===== config.mk =====
export PLATFORM = sky130hd
export DESIGN_NAME = prv32_div_unit
export DESIGN_NICKNAME = d
export VERILOG_FILES = /design/src/rtl/prv32_pkg.sv /design/src/rtl/prv32_div_step.sv /design/src/rtl/prv32_div_unit.sv
export SDC_FILE = /design/constraint.sdc
export NUM_CORES = 1
export LEC_CHECK = 0
export ABC_AREA = 1
export CORE_MARGIN = 5
export CORE_UTILIZATION = 55
export DETAILED_ROUTE_END_ITERATION = 8
export PLACE_DENSITY = 0.75
export SYNTH_ARGS = -nofsm -noshare
export SYNTH_HDL_FRONTEND = slang
export SYNTH_SLANG_ARGS = --single-unit

===== constraint.sdc =====
create_clock -name clk -period 2.45 [get_ports clk]
set_clock_uncertainty 0.2 [all_clocks]
set_input_delay 0.3675 -clock clk [delete_from_list [all_inputs] [get_ports clk]]
set_output_delay 0.3675 -clock clk [all_outputs]
set_load 0.03 [all_outputs]

===== src/rtl/prv32_pkg.sv =====
// Shared constants and types for the prv32 iterative divider.
package prv32_pkg;

   localparam int XLEN      = 32;
   localparam int DIV_ITERS = 32;
   localparam logic [31:0] INT_MIN = 32'h8000_0000;

   localparam logic [2:0] F3_DIV  = 3'b100;
   localparam logic [2:0] F3_DIVU = 3'b101;
   localparam logic [2:0] F3_REM  = 3'b110;
   localparam logic [2:0] F3_REMU = 3'b111;

   typedef enum logic [1:0] {
      IDLE,
      ITER,
      FIN
   } div_state_t;

endpackage


===== src/rtl/prv32_div_step.sv =====
// One radix-2 restoring division step: shift {rem,quo} left, trial-subtract |b|.
module prv32_div_step
   import prv32_pkg::*;
(
   input  logic [XLEN:0]   rem,
   input  logic [XLEN-1:0] quo,
   input  logic [XLEN-1:0] b_abs,
   output logic [XLEN:0]   rem_next,
   output logic [XLEN-1:0] quo_next
);

   logic [XLEN+1:0] rem_shift;
   logic [XLEN+1:0] diff;

   // One extra bit above the shifted remainder makes diff's MSB a clean borrow flag.
   always_comb begin
      rem_shift = {rem, quo[XLEN-1]};
      diff      = rem_shift - {2'b00, b_abs};
      quo_next  = {quo[XLEN-2:0], 1'b0};
      rem_next  = rem_shift[XLEN:0];
      if (!diff[XLEN+1]) begin
         rem_next    = diff[XLEN:0];
         quo_next[0] = 1'b1;
      end
   end

endmodule


===== src/rtl/prv32_div_unit.sv =====
// RV32M DIV/DIVU/REM/REMU multi-cycle restoring divider (33-cycle latency).
// Define PRV32_DIV_EARLY_OUT_EN to finish divide-by-zero and signed overflow in one cycle.
module prv32_div_unit #(
   parameter int XLEN = 32
) (
   input  logic            clk,
   input  logic            rst_n,
   input  logic            start,
   input  logic [XLEN-1:0] a,
   input  logic [XLEN-1:0] b,
   input  logic [2:0]      Function3,
   output logic            busy,
   output logic            done,
   output logic [XLEN-1:0] r
);
   import prv32_pkg::*;

   div_state_t state, state_next;

   logic            is_rem_q, neg_quo_q, neg_rem_q, div_zero_q, ovf_q;
   logic [XLEN-1:0] a_q, b_abs_q, quo_q, r_q;
   logic [XLEN:0]   rem_q;
   logic [4:0]      cnt_q;
   logic            done_q;

   logic            signed_op, accept, div_zero_in, ovf_in;
   logic [XLEN-1:0] a_abs, b_abs;
   logic [XLEN:0]   rem_next;
   logic [XLEN-1:0] quo_next, quo_fix, rem_fix, result;

   always_comb begin
      signed_op   = ~Function3[0];
      accept      = (state == IDLE) && start && Function3[2];
      a_abs       = (signed_op && a[XLEN-1]) ? -a : a;
      b_abs       = (signed_op && b[XLEN-1]) ? -b : b;
      div_zero_in = (b == '0);
      ovf_in      = signed_op && (a == INT_MIN) && (b == '1);
   end

   prv32_div_step u_step (
      .rem      (rem_q),
      .quo      (quo_q),
      .b_abs    (b_abs_q),
      .rem_next (rem_next),
      .quo_next (quo_next)
   );

   always_ff @(posedge clk or negedge rst_n) begin
      if (!rst_n) state <= IDLE;
      else        state <= state_next;
   end

   always_comb begin
      state_next = state;
      case (state)
         IDLE: begin
            if (accept) begin
`ifdef PRV32_DIV_EARLY_OUT_EN
               state_next = (div_zero_in || ovf_in) ? FIN : ITER;
`else
               state_next = ITER;
`endif
            end
         end
         ITER:    if (cnt_q == 5'(DIV_ITERS - 1)) state_next = FIN;
         FIN:     state_next = IDLE;
         default: state_next = IDLE;
      endcase
   end

   // Special cases override the iterated result so both builds return identical values.
   always_comb begin
      quo_fix = neg_quo_q ? -quo_q : quo_q;
      rem_fix = neg_rem_q ? -rem_q[XLEN-1:0] : rem_q[XLEN-1:0];
      result  = is_rem_q ? rem_fix : quo_fix;
      if (div_zero_q)  result = is_rem_q ? a_q : '1;
      else if (ovf_q)  result = is_rem_q ? '0 : INT_MIN;
   end

   always_ff @(posedge clk or negedge rst_n) begin
      if (!rst_n) begin
         is_rem_q   <= 1'b0;
         neg_quo_q  <= 1'b0;
         neg_rem_q  <= 1'b0;
         div_zero_q <= 1'b0;
         ovf_q      <= 1'b0;
         a_q        <= '0;
         b_abs_q    <= '0;
         quo_q      <= '0;
         rem_q      <= '0;
         cnt_q      <= '0;
         r_q        <= '0;
         done_q     <= 1'b0;
      end else begin
         done_q <= 1'b0;
         case (state)
            IDLE: begin
               if (accept) begin
                  is_rem_q   <= Function3[1];
                  neg_quo_q  <= signed_op && (a[XLEN-1] ^ b[XLEN-1]);
                  neg_rem_q  <= signed_op && a[XLEN-1];
                  div_zero_q <= div_zero_in;
                  ovf_q      <= ovf_in;
                  a_q        <= a;
                  b_abs_q    <= b_abs;
                  quo_q      <= a_abs;
                  rem_q      <= '0;
                  cnt_q      <= '0;
               end
            end
            ITER: begin
               rem_q <= rem_next;
               quo_q <= quo_next;
               cnt_q <= cnt_q + 5'd1;
            end
            FIN: begin
               r_q    <= result;
               done_q <= 1'b1;
            end
            default: ;
         endcase
      end
   end

   assign busy = (state != IDLE);
   assign done = done_q;
   assign r    = r_q;

endmodule


==> results by group <==
Synth
  – Synth Area in Simple Gates: 0.403
  – Synthesized area per cell: between 6 and 7 µm²
  – Netlist cell types: 48
  – Synth Flop Type: dfrtp_1
  – Adder-cell share of the synthesized area: 0.0360
  – Yosys reg bits: 174
  – FFs w/ async S/R, synth: 1.00
  – Mux contribution to synthesized area: 0
  – Sequential area share after synthesis: 0.308
  – Main combinational cell family by area after synthesis: simple AND/OR/NAND/NOR gates
  – Syn_nets: around 2400
  – Compound-Gate Fraction of Synth Area: 0.116
  – Xor-xnor portion of the synthesized cell area: 0.0260
  – Mapped Cells: roughly 2200
  – Synth warnings: 0
  – Post-Synthesis Cell Area: approximately 0.014 mm²
  – Post-synth EDFFs: 0

Layout
  – Post-route cell area: ~0.019 mm²
  – Share of post-route cells with drive strength above 1: 0.185
  – Layout fillers: ~2000
  – Nets: 2622
  – Ant. Diodes: 0
  – Final std cells w/o fill: 2854
  – Area delta synth->final: 32.4%

Timing
  – Relative slew slack: 0.575
  – Setup_tns: -1.25 ns
  – F_max: 396 MHz
  – Final period util: 1.03
  – Worst-Margin Slew: approximately 0.63 ns
  – PnR worst setup slack: -0.0770 ns
  – Hold Vio Cnt, Final: 0
  – Slew Limit Fails: 0
  – Final Critical Period: about 2.5 ns
  – Unrepaired setup endpoints after global routing: yes
  – Final setup fails: 27

Setup path
  – WP data required: about 2.6 ns
  – Reg-to-reg startpoint: b_abs_q[26]$_DFFE_PN0P_
  – WP data arrival: 2.70 ns
  – CP Max Fanout: 5
  – Critical path type: flop to flop
  – Reg2Reg Depth: 16
  – Worst reg-to-reg setup slack: -0.08 ns
  – Type of element capturing the critical path: flop
  – Crit path launch type: flop
  – Reg2reg end: rem_q[9]$_DFFE_PN0P_

Global route
  – First-pass GRT wire length: between 80000 and 90000 µm
  – Gr busiest metal: met2
  – Initial antenna violation count: 0
  – Total track usage: 0.371
  – Met3 usage in global routing: 0.0864
  – Largest net degree at the start of global routing: 63
  – Global Route met2 Usage: 0.569
  – Grt ovf: 0
  – GR Layer Usage met1: 0.516
  – Number of global-route vias before repair: 15800

Job
  – Max-cap violations: 0

Route
  – Antenna-violating nets left: 0
  – First drt pass iteration count: 6
  – Drt drc: 0
  – WL final: around 55000 µm
  – DR WL/cell: ~19 µm
  – Vias: ~17000
  – 1st-iter DRT viols: approximately 2100
  – Vias per inst: between 5 and 6

Clocking
  – TritonCTS Buffers: 17
  – Clk buf depth: 2
  – H-tree Lvls: 4
  – Root Buffer: clkbuf_16
  – Sink Count: roughly 170
  – Clock Latency Late Sink: 0.44 ns
  – CTS tree: done
  – CTS clk-pin slew, worst paths: 0.07 ns

Place
  – Final RePlAce weighted congestion: between 1 and 1.5
  – Dpl ws: -0.163 ns
  – Area post-placement: 0.0169 mm²
  – Placed cells: between 2000 and 3000
  – Input/output buffers: slightly above 100
  – Post-DP HPWL: 41300 µm

Die
  – Die Span X: 170 µm
  – Initial Utilization: 0.560
  – Ports: between 100 and 150
  – Die Area: 0.0290 mm²
  – Num rows: a little under 60
  – Core area: between 0.02 and 0.03 mm²
  – Die height: about 170 µm

Outcome
  – Status: complete, but fails checks
  – Violated checks: setup timing

Power and ir drop
  – Static leakage: a little over 9 nW
  – Cell Pwr Density: approximately 1600 mW/mm²
  – Max VDD drop: roughly 1.2 mV

Worst hold path
  – HP Class: input pin to asynchronous set/reset pin
-- where the power goes --
part / total (mW) / internal [mW] / switching (mW)
Combinational: 22.1 / 8.96 / 13.1
Clock: 2.91 / 1.63 / 1.29
Sequential: 5.32 / 4.10 / 1.22
-- per-layer routing --
metal  routed length, µm  part of all wire  vias up
met5                   0                 0        -
met4                2040             0.037        0
met3                5500              0.10      144
met2               24300              0.44      963
met1               23000              0.42     7805
li1                    -                 -     7837
-- synthesized netlist by cell type, drive strengths merged (2+ instances only) --
master   number  share of area
nand2       638           0.17
inv         309          0.082
nand3       305           0.11
nor2        259          0.071
dfrtp       174           0.31
o21ai       121          0.043
a21oi        76          0.027
clkbuf       51          0.014
nand4        44          0.019
ha           39          0.035
buf          32          0.014
xor2         27          0.017
a31oi        25          0.011
nor3         24         0.0092
o22ai        19         0.0084
o211ai       16         0.0085
xnor2        15         0.0093
nand3b       13         0.0069
o221ai       11         0.0068
o21bai        7         0.0037
and2          6         0.0027
nor4          6         0.0027
or2           6         0.0027
and3          4         0.0018
clkinv        4         0.0011
o2111ai       3         0.0019
o31ai         3         0.0016
a22o          2         0.0012
a22oi         2         0.0011
-- cell families (layout without fill, tap and decap cells) --
group / count (synthesis) / in the layout
AND/OR/NAND/NOR: 1305 / 1305
buffers and inverters: 396 / 676
AO/OA/AOI/OAI: 287 / 287
flip-flops: 174 / 174
XOR/XNOR: 42 / 42
adder cells (fa/ha/maj): 40 / 40
-- per-stage QoR --
step | total power, mW | hold WS, ns | utilization
5_1_grt | 32.4 | 0.281 | 0.741
2_1_floorplan | 16.5 | -0.128 | -
4_1_cts | 27.7 | 0.268 | 0.716
3_3_place_gp | 22.8 | 0.152 | 0.670
6_report | 30.3 | 0.256 | 0.741
3_5_place_dp | 23.2 | 0.155 | 0.670
-- what timing repair did --
action                                  CTS  global route
endpoints found under the hold margin    42             0
cloned                                    2             3
buffers inserted                         12            11
endpoints found under the setup margin   34            49
pin swaps                                26            63
resized for setup                        68           130
hold buffers                              1             0
-- how the worst max path moves through the flow --
| stage | from | cells past startpoint | endpoint | slack (ns) |
|---|---|---|---|---|
| final | b_abs_q[26]$_DFFE_PN0P_ | 16 | rem_q[9]$_DFFE_PN0P_ | -0.08 |
| after global routing | b_abs_q[26]$_DFFE_PN0P_ | 14 | rem_q[15]$_DFFE_PN0P_ | -0.16 |
| after CTS | b_abs_q[26]$_DFFE_PN0P_ | 14 | rem_q[14]$_DFFE_PN0P_ | -0.04 |
| after detailed placement | b[0] | 12 | b_abs_q[19]$_DFFE_PN0P_ | -0.16 |
| after global placement | b[0] | 14 | b_abs_q[30]$_DFFE_PN0P_ | -0.11 |
| after floorplan | quo_q[31]$_DFFE_PN0P_ | 16 | rem_q[28]$_DFFE_PN0P_ | 0.26 |
-- cell type report --
class | instances | area (µm²) | share of cell area
Clock buffer | 18 | 429 | 0.0229
Clock inverter | 13 | 176 | 0.00943
Inverter | 313 | 1180 | 0.0629
Multi-Input combinational cell | 1674 | 9060 | 0.484
Sequential cell | 174 | 4360 | 0.233
Tap cell | 330 | 413 | 0.0221
Timing Repair Buffer | 332 | 3090 | 0.165
-- registers in the layout, summed over array words and instances (netlist names) --
| register | flops |
|---|---|
| is_rem_q | 1 |
| r | 32 |
| neg_quo_q | 1 |
| a_q | 32 |
| neg_rem_q | 1 |
| b_abs_q | 32 |
| ovf_q | 1 |
| state | 2 |
| rem_q | 33 |
| done | 1 |
| div_zero_q | 1 |
| quo_q | 32 |
| cnt_q | 5 |
-- worst max-delay path, cell delays in order (launching register included) --
cell	delay, ns
dfrtp_1	0.39
inv_2	0.10
ha_4	0.30
buf_6	0.11
nand2_2	0.08
nor2_4	0.15
nand2_4	0.08
a21oi_4	0.16
nor2_4	0.07
buf_12	0.13
nand2_8	0.07
nand2_8	0.07
buf_12	0.16
clkbuf_16	0.16
nand3_2	0.07
nand3_2	0.06
nand2_1	0.10
-- placed cells by master, fill, tap and decap left out, types with 14 or more instances in the layout --
| master | instances |
|---|---|
| o211ai_1 | 16 |
| buf_4 | 195 |
| a31oi_1 | 25 |
| nor3_1 | 16 |
| o21ai_0 | 116 |
| xnor2_1 | 14 |
| nand3_2 | 52 |
| ha_4 | 21 |
| nor2_2 | 14 |
| dfrtp_1 | 170 |
| ha_1 | 17 |
| nand2_1 | 599 |
| o22ai_1 | 19 |
| clkdlybuf4s50_1 | 102 |
| nand2_2 | 30 |
| clkbuf_16 | 20 |
| xor2_1 | 27 |
| a21oi_1 | 68 |
| buf_12 | 18 |
| nand3_1 | 244 |
| inv_1 | 274 |
| nand4_1 | 44 |
| nor2_1 | 236 |
| inv_2 | 34 |
(Power assumes the default switching activity.)
